===== config.mk =====
export PLATFORM = sky130hd
export DESIGN_NAME = axi_req_master_flat
export DESIGN_NICKNAME = d
export VERILOG_FILES = /design/src/rtl/axi_req_pkg.sv /design/src/rtl/axi_bus.sv /design/src/rtl/axi_req_master.sv /design/src/flat_wrapper.sv
export SDC_FILE = /design/constraint.sdc
export NUM_CORES = 1
export LEC_CHECK = 0
export CORE_AREA = 5 5 228 230
export CTS_BUF_LIST = sky130_fd_sc_hd__clkbuf_16
export DETAILED_ROUTE_END_ITERATION = 6
export DIE_AREA = 0 0 233 235
export GPL_TIMING_DRIVEN = 0
export PLACE_DENSITY = 0.5
export SYNTH_ARGS = -nofsm -noshare
export SYNTH_HDL_FRONTEND = slang
export SYNTH_SLANG_ARGS = --single-unit

===== constraint.sdc =====
create_clock -name clk_i -period 3.4 [get_ports clk_i]
set_clock_uncertainty 0.1 [all_clocks]
set_input_delay 0.85 -clock clk_i [delete_from_list [all_inputs] [get_ports clk_i]]
set_output_delay 0.85 -clock clk_i [all_outputs]
set_load 0.02 [all_outputs]

===== src/rtl/axi_req_pkg.sv =====
// Shared types, AXI encodings and helpers for the single-beat request master.
package axi_req_pkg;

  typedef enum logic [2:0] {
    IDLE       = 3'd0,
    WRITE      = 3'd1,
    WRITE_RESP = 3'd2,
    READ_ADDR  = 3'd3,
    READ_DATA  = 3'd4,
    RESP       = 3'd5
  } state_e;

  localparam logic [1:0] BURST_INCR  = 2'b01;
  localparam logic [1:0] RESP_OKAY   = 2'b00;
  localparam logic [1:0] RESP_SLVERR = 2'b10;
  localparam logic [1:0] RESP_DECERR = 2'b11;

  // AXI size encoding is log2 of the beat width in bytes.
  function automatic logic [2:0] size_from_width(input int unsigned width);
    logic [2:0] size;
    size = 3'd0;
    for (int i = 0; i < 8; i++) begin
      if (width == (32'd8 << i)) begin
        size = 3'(i);
      end
    end
    return size;
  endfunction

  function automatic logic resp_is_err(input logic [1:0] resp);
    return (resp == RESP_SLVERR) || (resp == RESP_DECERR);
  endfunction

endpackage


===== src/rtl/axi_bus.sv =====
// AXI4 bus bundle carrying the channels used by a single-beat master.
interface AXI_BUS #(
  parameter int unsigned AXI_ADDR_WIDTH = 64,
  parameter int unsigned AXI_DATA_WIDTH = 64,
  parameter int unsigned AXI_ID_WIDTH   = 10,
  parameter int unsigned AXI_USER_WIDTH = 10
);
  localparam int unsigned AXI_STRB_WIDTH = AXI_DATA_WIDTH / 8;

  logic [AXI_ID_WIDTH-1:0]   aw_id;
  logic [AXI_ADDR_WIDTH-1:0] aw_addr;
  logic [7:0]                aw_len;
  logic [2:0]                aw_size;
  logic [1:0]                aw_burst;
  logic                      aw_lock;
  logic [3:0]                aw_cache;
  logic [2:0]                aw_prot;
  logic [3:0]                aw_qos;
  logic [3:0]                aw_region;
  logic [5:0]                aw_atop;
  logic [AXI_USER_WIDTH-1:0] aw_user;
  logic                      aw_valid;
  logic                      aw_ready;

  logic [AXI_DATA_WIDTH-1:0] w_data;
  logic [AXI_STRB_WIDTH-1:0] w_strb;
  logic                      w_last;
  logic [AXI_USER_WIDTH-1:0] w_user;
  logic                      w_valid;
  logic                      w_ready;

  logic [1:0]                b_resp;
  logic                      b_valid;
  logic                      b_ready;

  logic [AXI_ID_WIDTH-1:0]   ar_id;
  logic [AXI_ADDR_WIDTH-1:0] ar_addr;
  logic [7:0]                ar_len;
  logic [2:0]                ar_size;
  logic [1:0]                ar_burst;
  logic                      ar_lock;
  logic [3:0]                ar_cache;
  logic [2:0]                ar_prot;
  logic [3:0]                ar_qos;
  logic [3:0]                ar_region;
  logic [AXI_USER_WIDTH-1:0] ar_user;
  logic                      ar_valid;
  logic                      ar_ready;

  logic [AXI_DATA_WIDTH-1:0] r_data;
  logic [1:0]                r_resp;
  logic                      r_last;
  logic                      r_valid;
  logic                      r_ready;

  modport Master (
    output aw_id, aw_addr, aw_len, aw_size, aw_burst, aw_lock, aw_cache, aw_prot,
           aw_qos, aw_region, aw_atop, aw_user, aw_valid,
    input  aw_ready,
    output w_data, w_strb, w_last, w_user, w_valid,
    input  w_ready,
    input  b_resp, b_valid,
    output b_ready,
    output ar_id, ar_addr, ar_len, ar_size, ar_burst, ar_lock, ar_cache, ar_prot,
           ar_qos, ar_region, ar_user, ar_valid,
    input  ar_ready,
    input  r_data, r_resp, r_last, r_valid,
    output r_ready
  );

  modport Slave (
    input  aw_id, aw_addr, aw_len, aw_size, aw_burst, aw_lock, aw_cache, aw_prot,
           aw_qos, aw_region, aw_atop, aw_user, aw_valid,
    output aw_ready,
    input  w_data, w_strb, w_last, w_user, w_valid,
    output w_ready,
    output b_resp, b_valid,
    input  b_ready,
    input  ar_id, ar_addr, ar_len, ar_size, ar_burst, ar_lock, ar_cache, ar_prot,
           ar_qos, ar_region, ar_user, ar_valid,
    output ar_ready,
    output r_data, r_resp, r_last, r_valid,
    input  r_ready
  );

endinterface


===== src/rtl/axi_req_master.sv =====
// Turns a valid/ready request stream into single-beat AXI4 transactions, one in flight,
// and returns one response (read data, error flag) per request.
module axi_req_master
  import axi_req_pkg::*;
#(
  parameter int unsigned             AXI_ID_WIDTH   = 10,
  parameter int unsigned             AXI_ADDR_WIDTH = 64,
  parameter int unsigned             AXI_DATA_WIDTH = 64,
  parameter int unsigned             AXI_USER_WIDTH = 10,
  parameter logic [AXI_ID_WIDTH-1:0] AXI_ID         = {AXI_ID_WIDTH{1'b0}}
) (
  input  logic                        clk_i,
  input  logic                        rst_ni,
  input  logic                        req_valid_i,
  output logic                        req_ready_o,
  input  logic                        req_we_i,
  input  logic [AXI_ADDR_WIDTH-1:0]   req_addr_i,
  input  logic [AXI_DATA_WIDTH-1:0]   req_wdata_i,
  input  logic [AXI_DATA_WIDTH/8-1:0] req_be_i,
  output logic                        rsp_valid_o,
  input  logic                        rsp_ready_i,
  output logic [AXI_DATA_WIDTH-1:0]   rsp_rdata_o,
  output logic                        rsp_err_o,
  AXI_BUS.Master                      axi_master_port
);

  localparam int unsigned STRB_WIDTH = AXI_DATA_WIDTH / 8;
  localparam logic [2:0]  AXI_SIZE   = size_from_width(AXI_DATA_WIDTH);

  state_e                    state_q, state_d;
  logic                      req_ready_q, req_ready_d;
  logic                      aw_valid_q, aw_valid_d;
  logic                      w_valid_q, w_valid_d;
  logic                      aw_done_q, aw_done_d;
  logic                      w_done_q, w_done_d;
  logic                      b_ready_q, b_ready_d;
  logic                      ar_valid_q, ar_valid_d;
  logic                      r_ready_q, r_ready_d;
  logic                      rsp_valid_q, rsp_valid_d;
  logic [AXI_DATA_WIDTH-1:0] rsp_rdata_q, rsp_rdata_d;
  logic                      rsp_err_q, rsp_err_d;
  logic [AXI_ADDR_WIDTH-1:0] addr_q, addr_d;
  logic [AXI_DATA_WIDTH-1:0] wdata_q, wdata_d;
  logic [STRB_WIDTH-1:0]     be_q, be_d;

  logic aw_hs_s, w_hs_s, b_hs_s, ar_hs_s, r_hs_s, req_hs_s, rsp_hs_s;

  assign aw_hs_s  = aw_valid_q  & axi_master_port.aw_ready;
  assign w_hs_s   = w_valid_q   & axi_master_port.w_ready;
  assign b_hs_s   = b_ready_q   & axi_master_port.b_valid;
  assign ar_hs_s  = ar_valid_q  & axi_master_port.ar_ready;
  assign r_hs_s   = r_ready_q   & axi_master_port.r_valid;
  assign req_hs_s = req_ready_q & req_valid_i;
  assign rsp_hs_s = rsp_valid_q & rsp_ready_i;

  // Next-state and next-output computation for the transaction FSM.
  always_comb begin
    state_d     = state_q;
    req_ready_d = req_ready_q;
    aw_valid_d  = aw_valid_q;
    w_valid_d   = w_valid_q;
    aw_done_d   = aw_done_q;
    w_done_d    = w_done_q;
    b_ready_d   = b_ready_q;
    ar_valid_d  = ar_valid_q;
    r_ready_d   = r_ready_q;
    rsp_valid_d = rsp_valid_q;
    rsp_rdata_d = rsp_rdata_q;
    rsp_err_d   = rsp_err_q;
    addr_d      = addr_q;
    wdata_d     = wdata_q;
    be_d        = be_q;

    case (state_q)
      IDLE: begin
        if (req_hs_s) begin
          addr_d      = req_addr_i;
          wdata_d     = req_wdata_i;
          be_d        = req_be_i;
          req_ready_d = 1'b0;
          if (req_we_i) begin
            state_d    = WRITE;
            aw_valid_d = 1'b1;
            w_valid_d  = 1'b1;
            aw_done_d  = 1'b0;
            w_done_d   = 1'b0;
          end else begin
            state_d    = READ_ADDR;
            ar_valid_d = 1'b1;
          end
        end else begin
          state_d = IDLE;
        end
      end

      // AW and W retire independently; a handshake this cycle already counts as done.
      WRITE: begin
        aw_done_d  = aw_done_q | aw_hs_s;
        w_done_d   = w_done_q | w_hs_s;
        aw_valid_d = ~aw_done_d;
        w_valid_d  = ~w_done_d;
        if (aw_done_d && w_done_d) begin
          state_d   = WRITE_RESP;
          b_ready_d = 1'b1;
        end else begin
          state_d = WRITE;
        end
      end

      WRITE_RESP: begin
        if (b_hs_s) begin
          state_d     = RESP;
          b_ready_d   = 1'b0;
          rsp_valid_d = 1'b1;
          rsp_rdata_d = {AXI_DATA_WIDTH{1'b0}};
          rsp_err_d   = resp_is_err(axi_master_port.b_resp);
        end else begin
          state_d = WRITE_RESP;
        end
      end

      READ_ADDR: begin
        if (ar_hs_s) begin
          state_d    = READ_DATA;
          ar_valid_d = 1'b0;
          r_ready_d  = 1'b1;
        end else begin
          state_d = READ_ADDR;
        end
      end

      // A single-beat read must carry r_last; a missing one is reported as an error.
      READ_DATA: begin
        if (r_hs_s) begin
          state_d     = RESP;
          r_ready_d   = 1'b0;
          rsp_valid_d = 1'b1;
          rsp_rdata_d = axi_master_port.r_data;
          rsp_err_d   = resp_is_err(axi_master_port.r_resp) | ~axi_master_port.r_last;
        end else begin
          state_d = READ_DATA;
        end
      end

      RESP: begin
        if (rsp_hs_s) begin
          state_d     = IDLE;
          rsp_valid_d = 1'b0;
          req_ready_d = 1'b1;
        end else begin
          state_d = RESP;
        end
      end

      default: begin
        state_d     = IDLE;
        req_ready_d = 1'b1;
        aw_valid_d  = 1'b0;
        w_valid_d   = 1'b0;
        b_ready_d   = 1'b0;
        ar_valid_d  = 1'b0;
        r_ready_d   = 1'b0;
        rsp_valid_d = 1'b0;
      end
    endcase
  end

  // State and registered-output flops; reset returns to IDLE with every valid low.
  always_ff @(posedge clk_i or negedge rst_ni) begin
    if (!rst_ni) begin
      state_q     <= IDLE;
      req_ready_q <= 1'b1;
      aw_valid_q  <= 1'b0;
      w_valid_q   <= 1'b0;
      aw_done_q   <= 1'b0;
      w_done_q    <= 1'b0;
      b_ready_q   <= 1'b0;
      ar_valid_q  <= 1'b0;
      r_ready_q   <= 1'b0;
      rsp_valid_q <= 1'b0;
      rsp_rdata_q <= {AXI_DATA_WIDTH{1'b0}};
      rsp_err_q   <= 1'b0;
      addr_q      <= {AXI_ADDR_WIDTH{1'b0}};
      wdata_q     <= {AXI_DATA_WIDTH{1'b0}};
      be_q        <= {STRB_WIDTH{1'b0}};
    end else begin
      state_q     <= state_d;
      req_ready_q <= req_ready_d;
      aw_valid_q  <= aw_valid_d;
      w_valid_q   <= w_valid_d;
      aw_done_q   <= aw_done_d;
      w_done_q    <= w_done_d;
      b_ready_q   <= b_ready_d;
      ar_valid_q  <= ar_valid_d;
      r_ready_q   <= r_ready_d;
      rsp_valid_q <= rsp_valid_d;
      rsp_rdata_q <= rsp_rdata_d;
      rsp_err_q   <= rsp_err_d;
      addr_q      <= addr_d;
      wdata_q     <= wdata_d;
      be_q        <= be_d;
    end
  end

  assign req_ready_o = req_ready_q;
  assign rsp_valid_o = rsp_valid_q;
  assign rsp_rdata_o = rsp_rdata_q;
  assign rsp_err_o   = rsp_err_q;

  assign axi_master_port.aw_id     = AXI_ID;
  assign axi_master_port.aw_addr   = addr_q;
  assign axi_master_port.aw_len    = 8'd0;
  assign axi_master_port.aw_size   = AXI_SIZE;
  assign axi_master_port.aw_burst  = BURST_INCR;
  assign axi_master_port.aw_lock   = 1'b0;
  assign axi_master_port.aw_cache  = 4'b0000;
  assign axi_master_port.aw_prot   = 3'b000;
  assign axi_master_port.aw_qos    = 4'b0000;
  assign axi_master_port.aw_region = 4'b0000;
  assign axi_master_port.aw_atop   = 6'b000000;
  assign axi_master_port.aw_user   = {AXI_USER_WIDTH{1'b0}};
  assign axi_master_port.aw_valid  = aw_valid_q;

  assign axi_master_port.w_data  = wdata_q;
  assign axi_master_port.w_strb  = be_q;
  assign axi_master_port.w_last  = 1'b1;
  assign axi_master_port.w_user  = {AXI_USER_WIDTH{1'b0}};
  assign axi_master_port.w_valid = w_valid_q;

  assign axi_master_port.b_ready = b_ready_q;

  assign axi_master_port.ar_id     = AXI_ID;
  assign axi_master_port.ar_addr   = addr_q;
  assign axi_master_port.ar_len    = 8'd0;
  assign axi_master_port.ar_size   = AXI_SIZE;
  assign axi_master_port.ar_burst  = BURST_INCR;
  assign axi_master_port.ar_lock   = 1'b0;
  assign axi_master_port.ar_cache  = 4'b0000;
  assign axi_master_port.ar_prot   = 3'b000;
  assign axi_master_port.ar_qos    = 4'b0000;
  assign axi_master_port.ar_region = 4'b0000;
  assign axi_master_port.ar_user   = {AXI_USER_WIDTH{1'b0}};
  assign axi_master_port.ar_valid  = ar_valid_q;

  assign axi_master_port.r_ready = r_ready_q;

endmodule


===== src/flat_wrapper.sv =====
// flat-port wrapper written by rule: the top's interface ports become plain ports
module axi_req_master_flat import axi_req_pkg::*;
#(
  parameter int unsigned             AXI_ID_WIDTH   = 10,
  parameter int unsigned             AXI_ADDR_WIDTH = 64,
  parameter int unsigned             AXI_DATA_WIDTH = 64,
  parameter int unsigned             AXI_USER_WIDTH = 10,
  parameter logic [AXI_ID_WIDTH-1:0] AXI_ID         = {AXI_ID_WIDTH{1'b0}}
)
  (clk_i, rst_ni, req_valid_i, req_ready_o, req_we_i, req_addr_i, req_wdata_i, req_be_i, rsp_valid_o, rsp_ready_i, rsp_rdata_o, rsp_err_o, axi_master_port_aw_id, axi_master_port_aw_addr, axi_master_port_aw_len, axi_master_port_aw_size, axi_master_port_aw_burst, axi_master_port_aw_lock, axi_master_port_aw_cache, axi_master_port_aw_prot, axi_master_port_aw_qos, axi_master_port_aw_region, axi_master_port_aw_atop, axi_master_port_aw_user, axi_master_port_aw_valid, axi_master_port_aw_ready, axi_master_port_w_data, axi_master_port_w_strb, axi_master_port_w_last, axi_master_port_w_user, axi_master_port_w_valid, axi_master_port_w_ready, axi_master_port_b_resp, axi_master_port_b_valid, axi_master_port_b_ready, axi_master_port_ar_id, axi_master_port_ar_addr, axi_master_port_ar_len, axi_master_port_ar_size, axi_master_port_ar_burst, axi_master_port_ar_lock, axi_master_port_ar_cache, axi_master_port_ar_prot, axi_master_port_ar_qos, axi_master_port_ar_region, axi_master_port_ar_user, axi_master_port_ar_valid, axi_master_port_ar_ready, axi_master_port_r_data, axi_master_port_r_resp, axi_master_port_r_last, axi_master_port_r_valid, axi_master_port_r_ready);
  AXI_BUS #(.AXI_ADDR_WIDTH(AXI_ADDR_WIDTH), .AXI_DATA_WIDTH(AXI_DATA_WIDTH), .AXI_ID_WIDTH(AXI_ID_WIDTH), .AXI_USER_WIDTH(AXI_USER_WIDTH)) axi_master_port_i ();
  input  logic clk_i;
  input  logic rst_ni;
  input  logic req_valid_i;
  output logic req_ready_o;
  input  logic req_we_i;
  input  logic [AXI_ADDR_WIDTH-1:0] req_addr_i;
  input  logic [AXI_DATA_WIDTH-1:0] req_wdata_i;
  input  logic [AXI_DATA_WIDTH/8-1:0] req_be_i;
  output logic rsp_valid_o;
  input  logic rsp_ready_i;
  output logic [AXI_DATA_WIDTH-1:0] rsp_rdata_o;
  output logic rsp_err_o;
  output wire logic [$bits(axi_master_port_i.aw_id)-1:0] axi_master_port_aw_id;
  output wire logic [$bits(axi_master_port_i.aw_addr)-1:0] axi_master_port_aw_addr;
  output wire logic [$bits(axi_master_port_i.aw_len)-1:0] axi_master_port_aw_len;
  output wire logic [$bits(axi_master_port_i.aw_size)-1:0] axi_master_port_aw_size;
  output wire logic [$bits(axi_master_port_i.aw_burst)-1:0] axi_master_port_aw_burst;
  output wire logic [$bits(axi_master_port_i.aw_lock)-1:0] axi_master_port_aw_lock;
  output wire logic [$bits(axi_master_port_i.aw_cache)-1:0] axi_master_port_aw_cache;
  output wire logic [$bits(axi_master_port_i.aw_prot)-1:0] axi_master_port_aw_prot;
  output wire logic [$bits(axi_master_port_i.aw_qos)-1:0] axi_master_port_aw_qos;
  output wire logic [$bits(axi_master_port_i.aw_region)-1:0] axi_master_port_aw_region;
  output wire logic [$bits(axi_master_port_i.aw_atop)-1:0] axi_master_port_aw_atop;
  output wire logic [$bits(axi_master_port_i.aw_user)-1:0] axi_master_port_aw_user;
  output wire logic [$bits(axi_master_port_i.aw_valid)-1:0] axi_master_port_aw_valid;
  input wire logic [$bits(axi_master_port_i.aw_ready)-1:0] axi_master_port_aw_ready;
  output wire logic [$bits(axi_master_port_i.w_data)-1:0] axi_master_port_w_data;
  output wire logic [$bits(axi_master_port_i.w_strb)-1:0] axi_master_port_w_strb;
  output wire logic [$bits(axi_master_port_i.w_last)-1:0] axi_master_port_w_last;
  output wire logic [$bits(axi_master_port_i.w_user)-1:0] axi_master_port_w_user;
  output wire logic [$bits(axi_master_port_i.w_valid)-1:0] axi_master_port_w_valid;
  input wire logic [$bits(axi_master_port_i.w_ready)-1:0] axi_master_port_w_ready;
  input wire logic [$bits(axi_master_port_i.b_resp)-1:0] axi_master_port_b_resp;
  input wire logic [$bits(axi_master_port_i.b_valid)-1:0] axi_master_port_b_valid;
  output wire logic [$bits(axi_master_port_i.b_ready)-1:0] axi_master_port_b_ready;
  output wire logic [$bits(axi_master_port_i.ar_id)-1:0] axi_master_port_ar_id;
  output wire logic [$bits(axi_master_port_i.ar_addr)-1:0] axi_master_port_ar_addr;
  output wire logic [$bits(axi_master_port_i.ar_len)-1:0] axi_master_port_ar_len;
  output wire logic [$bits(axi_master_port_i.ar_size)-1:0] axi_master_port_ar_size;
  output wire logic [$bits(axi_master_port_i.ar_burst)-1:0] axi_master_port_ar_burst;
  output wire logic [$bits(axi_master_port_i.ar_lock)-1:0] axi_master_port_ar_lock;
  output wire logic [$bits(axi_master_port_i.ar_cache)-1:0] axi_master_port_ar_cache;
  output wire logic [$bits(axi_master_port_i.ar_prot)-1:0] axi_master_port_ar_prot;
  output wire logic [$bits(axi_master_port_i.ar_qos)-1:0] axi_master_port_ar_qos;
  output wire logic [$bits(axi_master_port_i.ar_region)-1:0] axi_master_port_ar_region;
  output wire logic [$bits(axi_master_port_i.ar_user)-1:0] axi_master_port_ar_user;
  output wire logic [$bits(axi_master_port_i.ar_valid)-1:0] axi_master_port_ar_valid;
  input wire logic [$bits(axi_master_port_i.ar_ready)-1:0] axi_master_port_ar_ready;
  input wire logic [$bits(axi_master_port_i.r_data)-1:0] axi_master_port_r_data;
  input wire logic [$bits(axi_master_port_i.r_resp)-1:0] axi_master_port_r_resp;
  input wire logic [$bits(axi_master_port_i.r_last)-1:0] axi_master_port_r_last;
  input wire logic [$bits(axi_master_port_i.r_valid)-1:0] axi_master_port_r_valid;
  output wire logic [$bits(axi_master_port_i.r_ready)-1:0] axi_master_port_r_ready;
  assign axi_master_port_aw_id = axi_master_port_i.aw_id;
  assign axi_master_port_aw_addr = axi_master_port_i.aw_addr;
  assign axi_master_port_aw_len = axi_master_port_i.aw_len;
  assign axi_master_port_aw_size = axi_master_port_i.aw_size;
  assign axi_master_port_aw_burst = axi_master_port_i.aw_burst;
  assign axi_master_port_aw_lock = axi_master_port_i.aw_lock;
  assign axi_master_port_aw_cache = axi_master_port_i.aw_cache;
  assign axi_master_port_aw_prot = axi_master_port_i.aw_prot;
  assign axi_master_port_aw_qos = axi_master_port_i.aw_qos;
  assign axi_master_port_aw_region = axi_master_port_i.aw_region;
  assign axi_master_port_aw_atop = axi_master_port_i.aw_atop;
  assign axi_master_port_aw_user = axi_master_port_i.aw_user;
  assign axi_master_port_aw_valid = axi_master_port_i.aw_valid;
  assign axi_master_port_i.aw_ready = axi_master_port_aw_ready;
  assign axi_master_port_w_data = axi_master_port_i.w_data;
  assign axi_master_port_w_strb = axi_master_port_i.w_strb;
  assign axi_master_port_w_last = axi_master_port_i.w_last;
  assign axi_master_port_w_user = axi_master_port_i.w_user;
  assign axi_master_port_w_valid = axi_master_port_i.w_valid;
  assign axi_master_port_i.w_ready = axi_master_port_w_ready;
  assign axi_master_port_i.b_resp = axi_master_port_b_resp;
  assign axi_master_port_i.b_valid = axi_master_port_b_valid;
  assign axi_master_port_b_ready = axi_master_port_i.b_ready;
  assign axi_master_port_ar_id = axi_master_port_i.ar_id;
  assign axi_master_port_ar_addr = axi_master_port_i.ar_addr;
  assign axi_master_port_ar_len = axi_master_port_i.ar_len;
  assign axi_master_port_ar_size = axi_master_port_i.ar_size;
  assign axi_master_port_ar_burst = axi_master_port_i.ar_burst;
  assign axi_master_port_ar_lock = axi_master_port_i.ar_lock;
  assign axi_master_port_ar_cache = axi_master_port_i.ar_cache;
  assign axi_master_port_ar_prot = axi_master_port_i.ar_prot;
  assign axi_master_port_ar_qos = axi_master_port_i.ar_qos;
  assign axi_master_port_ar_region = axi_master_port_i.ar_region;
  assign axi_master_port_ar_user = axi_master_port_i.ar_user;
  assign axi_master_port_ar_valid = axi_master_port_i.ar_valid;
  assign axi_master_port_i.ar_ready = axi_master_port_ar_ready;
  assign axi_master_port_i.r_data = axi_master_port_r_data;
  assign axi_master_port_i.r_resp = axi_master_port_r_resp;
  assign axi_master_port_i.r_last = axi_master_port_r_last;
  assign axi_master_port_i.r_valid = axi_master_port_r_valid;
  assign axi_master_port_r_ready = axi_master_port_i.r_ready;
  axi_req_master #(.AXI_ID_WIDTH(AXI_ID_WIDTH), .AXI_ADDR_WIDTH(AXI_ADDR_WIDTH), .AXI_DATA_WIDTH(AXI_DATA_WIDTH), .AXI_USER_WIDTH(AXI_USER_WIDTH), .AXI_ID(AXI_ID)) u_core (.clk_i(clk_i), .rst_ni(rst_ni), .req_valid_i(req_valid_i), .req_ready_o(req_ready_o), .req_we_i(req_we_i), .req_addr_i(req_addr_i), .req_wdata_i(req_wdata_i), .req_be_i(req_be_i), .rsp_valid_o(rsp_valid_o), .rsp_ready_i(rsp_ready_i), .rsp_rdata_o(rsp_rdata_o), .rsp_err_o(rsp_err_o), .axi_master_port(axi_master_port_i));
endmodule

==> results.cfg, run 1 <==
[die]
die_area_sq_um = 54800
coreArea_sq_um = 49700
die_w_um = 233
ios = 602
start_util = 0.195
die_h_um = 235
fp-row-count = 82

[critical_path]
timing_worst_setup_path_type = reg -> out
crit_chain = clkdlybuf4s50_1
crit_path_top_delay_cell = clkdlybuf4s50_1
crit_buf_inv = 1
arrival_ns = 1.75
cp-start-kind = flop
cp_top_family = buffers and inverters
slowest_delay_ns = 0.65
path_max_fanout = 3
cp-end-kind = primary output
crit_required_ns = 2.45

[clock_tree]
ctsHoldBuffers = 0
clkSlewWorstSetupHoldPaths_ns = 0.06
cts_tree = done
clock_path_buffers = 3
insertion_delay_ns = 0.55
clock-sinks = 213
cts_resized = 0
cts_setup_buffers = 0
htree_levels = 1
cts_made_buffers = 28
cts_root_buf = clkbuf_16

[grt]
grt.overflow.total = 0
grt_pass1_wl_um = 52700
grt_max_degree = 110
antenna_found_initial = 1
grt_pass1_vias = 8015
grt_usage = 0.122

[sta]
rsz0062_at_grt = no
setup-tns-final_ns = 0
clock.fmax_mhz = 371
drv_slew = 0
period_share = 0.793
finalHoldViolCount = 0
tightest_slew_ns = 0.633
max_slew_margin = 0.578
finalSetupViolations = 0
fin_hold_ws_ns = 0.204
min_period_ns = 2.70

[layout]
final_cell_mix = clkdlybuf4s50_1, dfrtp_1, buf_4
drive_gt1_frac = 0.215
syn_to_final_growth_pct = 72.5
final_common_cell = clkdlybuf4s50_1
nets = 1667
n_antenna_cell = 0

[synth]
ys_async_sr_fraction = 1.00
synth_edf_count = 0
ys_types = 38
syn_inst = 823
synth_warnings = 0
synth-seq-cells = 213
netlist_area_sq_um = 9660
ys.flop_type = dfrtp_1
syn-mean-instance-area_sq_um = 11.7
synth_seq_area_share = 0.552

[routing]
dr.first_iter.drc_count = 267
antenna_left = 0
drc_errors = 0
drt-pass1-iter-count = 4
via_per_inst = 3.60
wl_per_cell_um = 16.4
wirelength_um = 35200
vias = 7732

[placement]
place_congestion = 0.773
port-buffer-count = 484
dp_hpwl_um = 28200

[pwr]
vdd_drop_max_uv = 311
leakage_nw = 8.02
power.total_mw = 12.9
power.density_nw_per_um2 = 776

[worst_hold_path]
hp-class = in -> async

[outcome]
status = finished clean

[run]
cap_violations = 0
area by class of cell:
class                      instances  area (sq um)
timing repair buffer             486          4900
inverter                           4          15.0
buffer                           218          1620
multi-input combinational        501          3120
sequential                       213          5330
fill                            5127         33000
tap                              672           841
clock buffer                      28           701
clock inverter                    23           131
worst register-to-register path, stage by stage (launching register included):
cell     delay (ns)
dfrtp_1        0.50
and4b_1        0.27
o21ai_2        0.31
buf_4          0.25
buf_2          0.33
o21ai_1        0.13
power by group:
part	internal, mW	leakage, nW	switching (mW)	total (mW)
Combinational	3.31	4.68	2.85	6.16
Sequential	3.45	2.90	0.635	4.09
Clock	1.56	0.445	1.13	2.69
Total	8.32	8.02	4.62	12.9
cells in the mapped netlist (3+ instances only):
master	count	area share
dfrtp_1	212	0.55
buf_4	188	0.15
nand2_1	136	0.053
mux2_1	76	0.089
o21ai_1	65	0.034
mux2_2	60	0.070
buf_2	13	0.0067
buf_6	11	0.013
nor2_1	7	0.0027
clkbuf_1	6	0.0023
o21ai_0	6	0.0031
nand3_1	5	0.0026
inv_1	3	0.0012
or3_1	3	0.0019
state kept, by name, indices dropped and copies added (netlist names), 3 cells and up:
signal and flops:
u_core.state_q 3, u_core.axi_master_port.w_data 64, u_core.rsp_rdata_o 64, u_core.axi_master_port.w_strb 8, u_core.axi_master_port.ar_addr 64
stage by stage:
| stage | worst slack (ns) | util | area, sq um | instances |
|---|---|---|---|---|
| 2_1_floorplan | 1.41 | - | 10100 | 936 |
| 3_3_place_gp | -8.43 | 0.318 | 15800 | 2092 |
| 3_5_place_dp | 0.514 | 0.319 | 15800 | 2094 |
| 4_1_cts | 0.643 | 0.336 | 16700 | 2145 |
| 5_1_grt | 0.653 | 0.336 | 16700 | 2145 |
| 6_report | 0.703 | 0.336 | 16700 | 2145 |
worst paths after layout:
kind | cells after the start | endpoint | slack (ns) | start
max in group asynchronous | 3 | u_core.rsp_rdata_o[43] | 1.99 | rst_ni
worst min-delay path | 2 | u_core.axi_master_port.w_data[16] | 0.20 | rst_ni
worst max register to register | 5 | u_core.rsp_rdata_o[55] | 1.38 | u_core.state_q[2]
min in group clk_i | 2 | u_core.rsp_rdata_o[5] | 0.38 | u_core.rsp_rdata_o[5]
worst max-delay path | 1 | req_ready_o | 0.70 | u_core.req_ready_o
worst min register to register | 2 | u_core.rsp_rdata_o[5] | 0.38 | u_core.rsp_rdata_o[5]
per-layer routing:
metal | routed length [um] | track usage
met2 | 17400 | 0.213
met4 | 705 | 0.0267
met1 | 13600 | 0.143
met5 | 13 | 0
met3 | 3480 | 0.0460
logic make-up after synthesis:
family / synth area share
multiplexers: 0.159
flip-flops: 0.552
AO/OA/AOI/OAI: 0.0515
other: 0.000777
buffers and inverters: 0.170
AND/OR/NAND/NOR: 0.0679
Power figures use the tool's default switching activity.
==> run 2: changes to the inputs <==
CORE_AREA = 5 5 233 235   (was 5 5 228 230)
DIE_AREA = 0 0 238 240   (was 0 0 233 235)
clock period = 2.3 ns   (was 3.4 ns; I/O delays follow)
==> results.cfg, run 2 (synthesized netlist as in run 1, its figures left out) <==
[critical_path]
rrSetupSlack_ns = 0.27
crit_buf_inv = 1
crit_path_top_delay_cell = clkdlybuf4s50_1
crit_chain = clkdlybuf4s50_1
crit_cells = 1
worstReg2RegStart = u_core.state_q[2]
slowest_delay_ns = 0.65
path_max_fanout = 3
arrival_ns = 1.56
r2r_end = u_core.rsp_rdata_o[7]
crit_start = u_core.axi_master_port.ar_addr[63]
cp_top_family = buffers and inverters
cp-end-kind = primary output
cp-start-kind = flop
ff2ff_path_depth = 4
crit_required_ns = 1.62
timing_worst_setup_path_type = reg -> out
crit_path_end = axi_master_port_ar_addr[63]

[layout]
final_common_cell = clkdlybuf4s50_1
final_cell_mix = clkdlybuf4s50_1, dfrtp_1, buf_4
fillers = 5426
final_cells = 2157
nets = 1666
drive_gt1_frac = 0.212
regArea_sq_um = 5330
multi_input_area_sq_um = 3120
stdcell_area_sq_um = 16500
syn_to_final_growth_pct = 71.1

[sta]
max_slew_margin = 0.566
tightest_slew_ns = 0.651
min_period_ns = 2.24
period_share = 0.972
setup-tns-final_ns = 0
rsz0062_at_grt = no
drv_slew = 0
layout_setup_ws_ns = 0.0649
finalHoldViolCount = 0
clock.fmax_mhz = 447
finalSetupViolations = 0

[pwr]
power.density_nw_per_um2 = 1110
power.total_mw = 18.3
vdd_drop_max_uv = 478
leakage_nw = 8.46

[routing]
met1_length_um = 13500
drt-pass1-iter-count = 4
antenna_left = 0
highest_layer = met4
dr.first_iter.drc_count = 186
routed-wl-met3_um = 3170
via_per_inst = 3.60
routed-wl-met2_um = 17600
wirelength_um = 35000
wl_per_cell_um = 16.2
drc_errors = 0
vias = 7769

[die]
die_w_um = 238
start_util = 0.186
ios = 602
die_area_sq_um = 57100
die_h_um = 240
fp-row-count = 84
coreArea_sq_um = 52000

[clock_tree]
cts_tree = done
cts_root_buf = clkbuf_16
clock-sinks = 213
clkSlewWorstSetupHoldPaths_ns = 0.06
cts_made_buffers = 26
clock_path_buffers = 3
htree_levels = 1
insertion_delay_ns = 0.54

[grt]
grt.overflow.total = 0
grt_usage = 0.113
antenna_found_initial = 1
grt_pass1_vias = 7990
grt_pass1_wl_um = 50800
grt_max_degree = 106

[run]
cap_violations = 0

[placement]
dp_hpwl_um = 28400
port-buffer-count = 484
place_congestion = 0.803
dpl_cell_area_sq_um = 15900
preCtsSetupSlack_ns = -0.261
numPlacedInstances = 2110

[worst_hold_path]
hp-class = in -> async

[outcome]
status = finished clean
[run 2: power by group]
part / total [mW] / internal, mW / switching (mW)
Combinational: 8.65 / 4.43 / 4.22
Sequential: 6.01 / 5.10 / 0.907
Clock: 3.65 / 2.08 / 1.57
[run 2: worst min-delay path by stage]
stage	slack, ns	to	depth (start not counted)	start
2_1_floorplan	0.18	u_core.aw_done_q	0	rst_ni
3_3_place_gp	0.37	u_core.rsp_rdata_o[4]	2	u_core.rsp_rdata_o[4]
3_5_place_dp	0.29	u_core.axi_master_port.w_data[47]	1	rst_ni
4_1_cts	0.30	u_core.axi_master_port.w_data[47]	2	rst_ni
5_1_grt	0.32	u_core.axi_master_port.w_data[47]	2	rst_ni
6_report	0.35	u_core.axi_master_port.w_data[53]	2	rst_ni
[run 2: what timing repair did]
action                                  in CTS  in global routing
resized for setup                           82                  8
hold buffers                                 1                  0
endpoints found under the setup margin      82                  8
buffers inserted                             0                  0
pin swaps                                    0                  0
hold endpoints to repair                     9                  0
[run 2: cell type report]
cell class | instances | area share
Sequential cell | 213 | 0.323
Timing Repair Buffer | 487 | 0.292
Multi-Input combinational cell | 501 | 0.189
Buffer | 218 | 0.0982
Tap cell | 688 | 0.0521
Clock buffer | 27 | 0.0409
Clock inverter | 18 | 0.00424
Inverter | 4 | 0.000908
Antenna cell | 1 | 0.000151
[run 2: per-stage QoR]
step / hold slack [ns] / utilization
6_report: 0.350 / 0.318
5_1_grt: 0.319 / 0.318
4_1_cts: 0.298 / 0.317
3_5_place_dp: 0.293 / 0.305
3_3_place_gp: 0.366 / 0.304
2_1_floorplan: 0.179 / -
[run 2: per-layer routing]
metal	vias up	GRT usage
li1	3704	-
met1	3676	0.130
met2	342	0.201
met3	47	0.0420
met4	0	0.0254
met5	-	0
